**src/rtl/hps_cmd_pkg.sv**
```systemverilog
// Shared definitions for the HPS command decoder: command codes, FSM state
// encoding and the width of the per-transaction word counter.
package hps_cmd_pkg;

    localparam int WCNT_W = 8;

    localparam logic [7:0] CMD_SET_JOY     = 8'h01;
    localparam logic [7:0] CMD_SET_BUTTONS = 8'h02;
    localparam logic [7:0] CMD_CFG_WRITE   = 8'h03;
    localparam logic [7:0] CMD_CFG_READ    = 8'h04;
    localparam logic [7:0] CMD_GET_STATUS  = 8'h05;
    localparam logic [7:0] CMD_ECHO        = 8'h06;

    typedef enum logic [0:0] {
        IDLE = 1'b0,
        DATA = 1'b1
    } state_t;

endpackage

```
**src/rtl/hps_cmd_decoder_if.sv**
```systemverilog
// Word-level link between the SPI slave (master side: delivers received
// words and framing) and the command decoder (slave side: returns replies).
interface hps_cmd_decoder_if;

    logic        io_enable;
    logic        io_strobe;
    logic [15:0] io_din;
    logic [15:0] io_dout;

    modport master (
        output io_enable,
        output io_strobe,
        output io_din,
        input  io_dout
    );

    modport slave (
        input  io_enable,
        input  io_strobe,
        input  io_din,
        output io_dout
    );

endinterface

```
**src/rtl/hps_cfg_regfile.sv**
```systemverilog
// Config register file: CFG_WORDS x 16-bit registers, one synchronous write
// port, one combinational read port. Out-of-range addresses read as zero and
// are never written, so the command decoder can present raw word counts.
module hps_cfg_regfile
    import hps_cmd_pkg::*;
#(
    parameter int CFG_WORDS = 8
) (
    input  logic                    clk_i,
    input  logic                    rst_n_i,
    input  logic                    we_i,
    input  logic [WCNT_W-1:0]       waddr_i,
    input  logic [15:0]             wdata_i,
    input  logic [WCNT_W-1:0]       raddr_i,
    output logic [15:0]             rdata_o,
    output logic [CFG_WORDS*16-1:0] cfg_o
);

    logic [15:0] mem_q [CFG_WORDS];
    logic [15:0] rdata_s;

    // Register storage with synchronous active-low clear and addressed write.
    always_ff @(posedge clk_i) begin
        for (int i = 0; i < CFG_WORDS; i++) begin
            if (!rst_n_i) begin
                mem_q[i] <= 16'h0000;
            end else if (we_i && (waddr_i == WCNT_W'(i))) begin
                mem_q[i] <= wdata_i;
            end else begin
                mem_q[i] <= mem_q[i];
            end
        end
    end

    // Address-decoded read; no match (out of range) yields zero.
    always_comb begin
        rdata_s = 16'h0000;
        for (int i = 0; i < CFG_WORDS; i++) begin
            rdata_s = rdata_s | ((raddr_i == WCNT_W'(i)) ? mem_q[i] : 16'h0000);
        end
    end

    assign rdata_o = rdata_s;

    genvar k;
    generate
        for (k = 0; k < CFG_WORDS; k++) begin : g_flat
            assign cfg_o[16*k +: 16] = mem_q[k];
        end
    endgenerate

endmodule

```
**src/rtl/hps_cmd_decoder.sv**
```systemverilog
// HPS command decoder: frames io_enable windows into command + data words,
// executes joystick/button/config/status commands and prepares the reply
// word the SPI slave shifts out on the next word.
// Optional build macro: HPS_CMD_ECHO_EN enables command 0x06 (ECHO loopback).
module hps_cmd_decoder
    import hps_cmd_pkg::*;
#(
    parameter int          CFG_WORDS = 8,
    parameter logic [15:0] CORE_ID   = 16'h0001
) (
    input  logic                    clk_sys,
    input  logic                    reset_n,
    hps_cmd_decoder_if.slave        io,
    input  logic [15:0]             status_in,
    output logic [31:0]             joystick_0,
    output logic [15:0]             buttons,
    output logic [CFG_WORDS*16-1:0] cfg_out,
    output logic                    cfg_changed,
    output logic                    cmd_active,
    output logic [7:0]              cmd_code
);

    localparam logic [WCNT_W:0] CFG_WORDS_L = (WCNT_W+1)'(CFG_WORDS);

    state_t            state_q, state_d;
    logic [WCNT_W-1:0] word_cnt_q, word_cnt_d;
    logic [7:0]        cmd_code_q, cmd_code_d;
    logic [15:0]       io_dout_q, io_dout_d;
    logic [31:0]       joystick_q, joystick_d;
    logic [15:0]       buttons_q, buttons_d;
    logic [15:0]       status_cap_q, status_cap_d;
    logic              cfg_written_q, cfg_written_d;
    logic              cfg_changed_q, cfg_changed_d;
    logic              cmd_active_q, cmd_active_d;

    logic              cfg_we_s;
    logic [WCNT_W-1:0] cfg_raddr_s;
    logic [15:0]       cfg_rdata_s;
    logic [WCNT_W:0]   next_idx_s;
    logic [WCNT_W-1:0] next_raddr_s;
    logic              strobe_s;

    // Strobes outside a frame are meaningless and must not move the FSM.
    assign strobe_s   = io.io_enable & io.io_strobe;
    // Index of the word whose reply is prepared at this strobe; clamped so a
    // saturated counter still points out of range (reads as zero).
    assign next_idx_s   = {1'b0, word_cnt_q} + {{WCNT_W{1'b0}}, 1'b1};
    assign next_raddr_s = next_idx_s[WCNT_W] ? {WCNT_W{1'b1}} : next_idx_s[WCNT_W-1:0];

    hps_cfg_regfile #(
        .CFG_WORDS (CFG_WORDS)
    ) u_cfg (
        .clk_i   (clk_sys),
        .rst_n_i (reset_n),
        .we_i    (cfg_we_s),
        .waddr_i (word_cnt_q),
        .wdata_i (io.io_din),
        .raddr_i (cfg_raddr_s),
        .rdata_o (cfg_rdata_s),
        .cfg_o   (cfg_out)
    );

    // State and output registers with synchronous active-low reset.
    always_ff @(posedge clk_sys) begin
        if (!reset_n) begin
            state_q       <= IDLE;
            word_cnt_q    <= '0;
            cmd_code_q    <= 8'h00;
            io_dout_q     <= CORE_ID;
            joystick_q    <= 32'h0000_0000;
            buttons_q     <= 16'h0000;
            status_cap_q  <= 16'h0000;
            cfg_written_q <= 1'b0;
            cfg_changed_q <= 1'b0;
            cmd_active_q  <= 1'b0;
        end else begin
            state_q       <= state_d;
            word_cnt_q    <= word_cnt_d;
            cmd_code_q    <= cmd_code_d;
            io_dout_q     <= io_dout_d;
            joystick_q    <= joystick_d;
            buttons_q     <= buttons_d;
            status_cap_q  <= status_cap_d;
            cfg_written_q <= cfg_written_d;
            cfg_changed_q <= cfg_changed_d;
            cmd_active_q  <= cmd_active_d;
        end
    end

    // Next-state, command execution and reply selection.
    always_comb begin
        state_d       = state_q;
        word_cnt_d    = word_cnt_q;
        cmd_code_d    = cmd_code_q;
        io_dout_d     = io_dout_q;
        joystick_d    = joystick_q;
        buttons_d     = buttons_q;
        status_cap_d  = status_cap_q;
        cfg_written_d = cfg_written_q;
        cfg_changed_d = 1'b0;
        cmd_active_d  = cmd_active_q;
        cfg_we_s      = 1'b0;
        cfg_raddr_s   = '0;

        case (state_q)
            IDLE: begin
                io_dout_d    = CORE_ID;
                cmd_active_d = 1'b0;
                if (strobe_s) begin
                    cmd_code_d   = io.io_din[7:0];
                    word_cnt_d   = '0;
                    state_d      = DATA;
                    cmd_active_d = 1'b1;
                    status_cap_d = status_in;
                    // Reply for data word 0 goes out while word 0 is shifted.
                    case (io.io_din[7:0])
                        CMD_CFG_READ:   io_dout_d = cfg_rdata_s;
                        CMD_GET_STATUS: io_dout_d = status_in;
                        default:        io_dout_d = 16'h0000;
                    endcase
                end else begin
                    state_d = IDLE;
                end
            end

            DATA: begin
                if (!io.io_enable) begin
                    // Frame ended (or aborted): partial writes are kept.
                    state_d       = IDLE;
                    cmd_active_d  = 1'b0;
                    io_dout_d     = CORE_ID;
                    cfg_changed_d = cfg_written_q;
                    cfg_written_d = 1'b0;
                end else if (io.io_strobe) begin
                    word_cnt_d  = (word_cnt_q == {WCNT_W{1'b1}}) ? word_cnt_q
                                                                 : next_idx_s[WCNT_W-1:0];
                    cfg_raddr_s = next_raddr_s;
                    case (cmd_code_q)
                        CMD_SET_JOY: begin
                            io_dout_d = 16'h0000;
                            if (word_cnt_q == WCNT_W'(0)) begin
                                joystick_d[15:0] = io.io_din;
                            end else if (word_cnt_q == WCNT_W'(1)) begin
                                joystick_d[31:16] = io.io_din;
                            end else begin
                                joystick_d = joystick_q;
                            end
                        end
                        CMD_SET_BUTTONS: begin
                            io_dout_d = 16'h0000;
                            if (word_cnt_q == WCNT_W'(0)) begin
                                buttons_d = io.io_din;
                            end else begin
                                buttons_d = buttons_q;
                            end
                        end
                        CMD_CFG_WRITE: begin
                            io_dout_d = 16'h0000;
                            if ({1'b0, word_cnt_q} < CFG_WORDS_L) begin
                                cfg_we_s      = 1'b1;
                                cfg_written_d = 1'b1;
                            end else begin
                                cfg_we_s = 1'b0;
                            end
                        end
                        CMD_CFG_READ:   io_dout_d = cfg_rdata_s;
                        CMD_GET_STATUS: io_dout_d = status_cap_q;
`ifdef HPS_CMD_ECHO_EN
                        CMD_ECHO:       io_dout_d = io.io_din;
`endif
                        default:        io_dout_d = 16'h0000;
                    endcase
                end else begin
                    state_d = DATA;
                end
            end

            default: begin
                state_d      = IDLE;
                cmd_active_d = 1'b0;
                io_dout_d    = CORE_ID;
            end
        endcase
    end

    assign io.io_dout  = io_dout_q;
    assign joystick_0  = joystick_q;
    assign buttons     = buttons_q;
    assign cfg_changed = cfg_changed_q;
    assign cmd_active  = cmd_active_q;
    assign cmd_code    = cmd_code_q;

endmodule
```
**src/flat_wrapper.sv**
```systemverilog
// flat-port wrapper written by rule: the top's interface ports become plain ports
module hps_cmd_decoder_flat import hps_cmd_pkg::*;
#(
    parameter int          CFG_WORDS = 8,
    parameter logic [15:0] CORE_ID   = 16'h0001
)
  (clk_sys, reset_n, status_in, joystick_0, buttons, cfg_out, cfg_changed, cmd_active, cmd_code, io_io_enable, io_io_strobe, io_io_din, io_io_dout);
  hps_cmd_decoder_if io_i ();
  input  logic clk_sys;
  input  logic reset_n;
  input  logic [15:0] status_in;
  output logic [31:0] joystick_0;
  output logic [15:0] buttons;
  output logic [CFG_WORDS*16-1:0] cfg_out;
  output logic cfg_changed;
  output logic cmd_active;
  output logic [7:0] cmd_code;
  input wire logic [$bits(io_i.io_enable)-1:0] io_io_enable;
  input wire logic [$bits(io_i.io_strobe)-1:0] io_io_strobe;
  input wire logic [$bits(io_i.io_din)-1:0] io_io_din;
  output wire logic [$bits(io_i.io_dout)-1:0] io_io_dout;
  assign io_i.io_enable = io_io_enable;
  assign io_i.io_strobe = io_io_strobe;
  assign io_i.io_din = io_io_din;
  assign io_io_dout = io_i.io_dout;
  hps_cmd_decoder #(.CFG_WORDS(CFG_WORDS), .CORE_ID(CORE_ID)) u_core (.clk_sys(clk_sys), .reset_n(reset_n), .io(io_i), .status_in(status_in), .joystick_0(joystick_0), .buttons(buttons), .cfg_out(cfg_out), .cfg_changed(cfg_changed), .cmd_active(cmd_active), .cmd_code(cmd_code));
endmodule
```
**config.mk**
```make
export PLATFORM = sky130hd
export DESIGN_NAME = hps_cmd_decoder_flat
export DESIGN_NICKNAME = d
export VERILOG_FILES = /design/src/rtl/hps_cmd_pkg.sv /design/src/rtl/hps_cmd_decoder_if.sv /design/src/rtl/hps_cfg_regfile.sv /design/src/rtl/hps_cmd_decoder.sv /design/src/flat_wrapper.sv
export SDC_FILE = /design/constraint.sdc
export NUM_CORES = 1
export LEC_CHECK = 0
export ABC_AREA = 1
export CAP_MARGIN = 20
export CORE_ASPECT_RATIO = 2
export CORE_MARGIN = 5
export CORE_UTILIZATION = 46
export CTS_BUF_LIST = sky130_fd_sc_hd__clkbuf_16
export DETAILED_ROUTE_END_ITERATION = 16
export PLACE_DENSITY = 0.77
export SYNTH_ARGS = -nofsm -noshare
export SYNTH_HDL_FRONTEND = slang
export SYNTH_HIERARCHICAL = 1
export SYNTH_SLANG_ARGS = --single-unit
export TNS_END_PERCENT = 50
```
**constraint.sdc**
```tcl
create_clock -name clk_sys -period 2.6 [get_ports clk_sys]
set_clock_uncertainty 0.1 [all_clocks]
set_input_delay 0.52 -clock clk_sys [delete_from_list [all_inputs] [get_ports clk_sys]]
set_output_delay 0.52 -clock clk_sys [all_outputs]
set_load 0.005 [all_outputs]
```
==> impl_metrics.csv <==
group,metric,value,unit
run_status,status,"finished, violations left",
run_status,failed_checks,"setup timing",
grt,first_global_vias,10805,
critical_path,startpoint,"u_core/word_cnt_q[1]",
layout,insertedDiodeCount,0,
layout,mostFrequentLayoutCell,"nor2_1",
critical_path,path_cells,"buf_4 > inv_1 > ha_1 > inv_2 > a21oi_4 > buf_4 > inv_2 > nand2_2 > buf_4 > nor2_4 > buf_6 > nand3_2 > nand2_1 > nor2_1 > buf_4 > nand2_4 > nand3_2 > nand2_1 > nand2_1 > nand3_1 > nand2_1 > inv_1",
clocking,hold_buffers,0,
clocking,clkSinkCount,228,
drt,vias_per_cell,5.48,
floorplanning,chipHeight,226,µm
yosys,synth_warnings,6,
clocking,cts_made_buffers,20,
power_and_ir_drop,cellInternalPower,5.83,mW
yosys,synth_area_per_cell,7.84,µm²
clocking,cts_tree,"built",
grt,grt_pass1_wl,60900,µm
power_and_ir_drop,power_frac_comb,11.2,%
drt,drt-wirelength-per-cell,20.6,µm
timing,final-setup-viol-count,16,
power_and_ir_drop,swShare,25.1,%
power_and_ir_drop,clockPowerShare,37.3,%
critical_path,required,2.97,ns
drt,first_iter_violations,907,
floorplanning,rows,79,
critical_path,worstSetupPathType,"flip-flop to flip-flop",
drt,vias,10927,
layout,final_nets,1735,
worst_hold_path,hold_path_class,"flip-flop to flip-flop",
placement,port_buffers,237,
power_and_ir_drop,design_power_total,7.78,mW
layout,layout_common_cells,"nor2_1, nand2_1, clkdlybuf4s50_1",
clocking,htreeDepth,1,
yosys,synth_nets,1413,
power_and_ir_drop,p_leak,6.86,nW
yosys,synth-seq-area-share,54.2,%
timing,drv_slew,0,
timing,rsz0062_at_grt,"true",
timing,worstMarginPinSlew,0.836,ns
critical_path,slowest_stage,"dfxtp_4",
placement,post-dp-hpwl,29300,µm
power_and_ir_drop,ir_drop,0.484,mV
timing,max_freq,368,MHz
yosys,yosys.cell_types.count,27,
power_and_ir_drop,p_per_area,490,mW/mm²
timing,final.min_clock_period,2.72,ns
grt,grt_max_degree,70,
yosys,synth_area,0.0108,mm²
floorplanning,die_x,118,µm
critical_path,timing.reg2reg.setup_slack,-0.12,ns
worst_hold_path,hp-start,"u_core/cfg_written_q",
job,max-cap-violations,0,
floorplanning,dieArea,0.0268,mm²
timing,timing.final.ws_setup,-0.118,ns
critical_path,crit_buf_inv,9,
floorplanning,core-area,0.0232,mm²
layout,num-fill-cells,1814,
critical_path,cp_top_family,"buffers and inverters",
critical_path,cp.arrival,3.09,ns
clocking,clockBufferDepth,3,
power_and_ir_drop,p_sw,1.96,mW
drt,drt_pass1_iterations,5,
yosys,ys_ff_latch,228,
grt,antenna_found_initial,0,
critical_path,reg2reg_from,"u_core/word_cnt_q[1]",
drt,drt_wl_total,41000,µm
clocking,root_buffer,"clkbuf_16",
timing,setup_tns,-1.03,ns
timing,hold_violations,0,
drt,drc,0,
critical_path,cp-start-kind,"flip-flop",
floorplanning,initial_core_util,46.4,%
critical_path,crit_path_max_incr_delay,0.38,ns
drt,ant_nets,0,
critical_path,critical_path.max_fanout,5,
floorplanning,ioPinCount,238,
yosys,netlist_instances,1374,
layout,drive_gt1_share,19.7,%
clocking,clk_pin_slew,0.08,ns
grt,track_usage,29.4,%
power_and_ir_drop,p_seq_share,51.5,%
timing,finalCritPeriodShare,105,%
clocking,clock_latency,0.52,ns
timing,slew_headroom,44.2,%
layout,area_delta_synth_final,47.3,%
grt,grt_overflow,0,
placement,place_congestion,0.903,
critical_path,end_kind,"flip-flop",
power by group through the flow:
stage / logic [mW] / clock network [mW] / registers [mW]
3_3_place_gp: 0.791 / 0 / 4.08
5_1_grt: 0.925 / 3.06 / 4.02
2_1_floorplan: 0.294 / 0 / 4.06
3_5_place_dp: 0.797 / 0 / 4.09
4_1_cts: 0.856 / 2.92 / 4.01
6_report: 0.873 / 2.90 / 4.01
per-layer routing:
layer  up-vias  wire length, µm  global-route usage, %  share of wire [%]
met5         -                0                      0                  0
met4         0             3190                   20.1                7.8
met3       155             3260                   5.32                8.0
met2       579            21800                   54.9                 53
met1      5125            12800                   28.9                 31
li1       5068                -                      -                  -
cells in the mapped netlist:
master    instances  area share (%)
a21oi_1          37             1.7
buf_1             4            0.14
buf_2            39             1.8
buf_4            10            0.70
buf_6             1            0.10
clkbuf_1         19            0.66
dfxtp_1         100              19
edfxtp_1        128              36
ha_1              3            0.35
inv_1            99             3.4
inv_2             6            0.21
nand2_1         317              11
nand2_2          10            0.58
nand3_1         224              10
nand3_2           2            0.19
nand4_1           2            0.12
nor2_1          318              11
nor2_2           11            0.64
nor2_4            4            0.42
nor3_1            4            0.19
nor3_2            1           0.093
nor3_4            1            0.15
o21a_1            1           0.070
o21ai_0          29             1.3
o31ai_1           1           0.070
xnor2_1           1           0.081
xor2_1            2            0.16
flip-flops by register name, summed over array words and instances (netlist names):
signal and flops:
u_core/io.io_dout 16, u_core/status_cap_q 16, u_core/cmd_code 8, u_core/cfg_changed 1
u_core/state_q 1, u_core/buttons 16, u_core/word_cnt_q 8, u_core/cfg_written_q 1
u_core/u_cfg/mem_q 128, u_core/cmd_active 1, u_core/joystick_0 32
tightest hold or removal path, stage by stage (launching register included):
cell     delay [ns]
dfxtp_1        0.30
inv_1          0.06
nor3_1         0.05
stage by stage:
step	hold WS, ns	std cells	area, µm²	setup slack [ns]	utilization, %
global placement	0.330	1921	14100	-0.819	60.9
detailed placement	0.343	1921	14100	-0.900	60.9
CTS	0.353	1988	15700	-0.0636	67.5
floorplan	0.321	1374	10800	0.0552	-
finish	0.345	1993	15900	-0.118	68.3
global route	0.368	1993	15900	-0.289	68.3
area by class of cell:
cell class	instances	area, µm²	area share, %
Timing Repair Buffer	371	3820	24.1
Multi-Input combinational cell	970	4820	30.3
Tap cell	283	354	2.23
Inverter	105	407	2.56
Sequential cell	228	5850	36.9
Clock buffer	22	551	3.47
Clock inverter	14	75.1	0.473
final timing paths:
check / to / depth (start not counted)
worst min register to register: u_core/cfg_changed / 2
worst max-delay path: u_core/io.io_dout[13] / 22
worst min-delay path: u_core/cfg_changed / 2
worst max register to register: u_core/io.io_dout[13] / 22
cells by family after synthesis:
logic type	count (synthesis)	share of synthesized area, %
XOR/XNOR	3	0.244
buffers and inverters	178	7.07
AND/OR/NAND/NOR	894	34.9
adder cells (fa/ha/maj)	3	0.348
flip-flops	228	54.2
AO/OA/AOI/OAI	68	3.20
what timing repair did:
| item | in CTS | in global routing |
|---|---|---|
| buffers inserted | 27 | 5 |
| pin swaps | 80 | 47 |
| gates resized for setup | 159 | 45 |
| gates cloned | 6 | 0 |
| setup endpoints to repair | 80 | 164 |
Note: power is estimated with default switching activity, not from simulation.
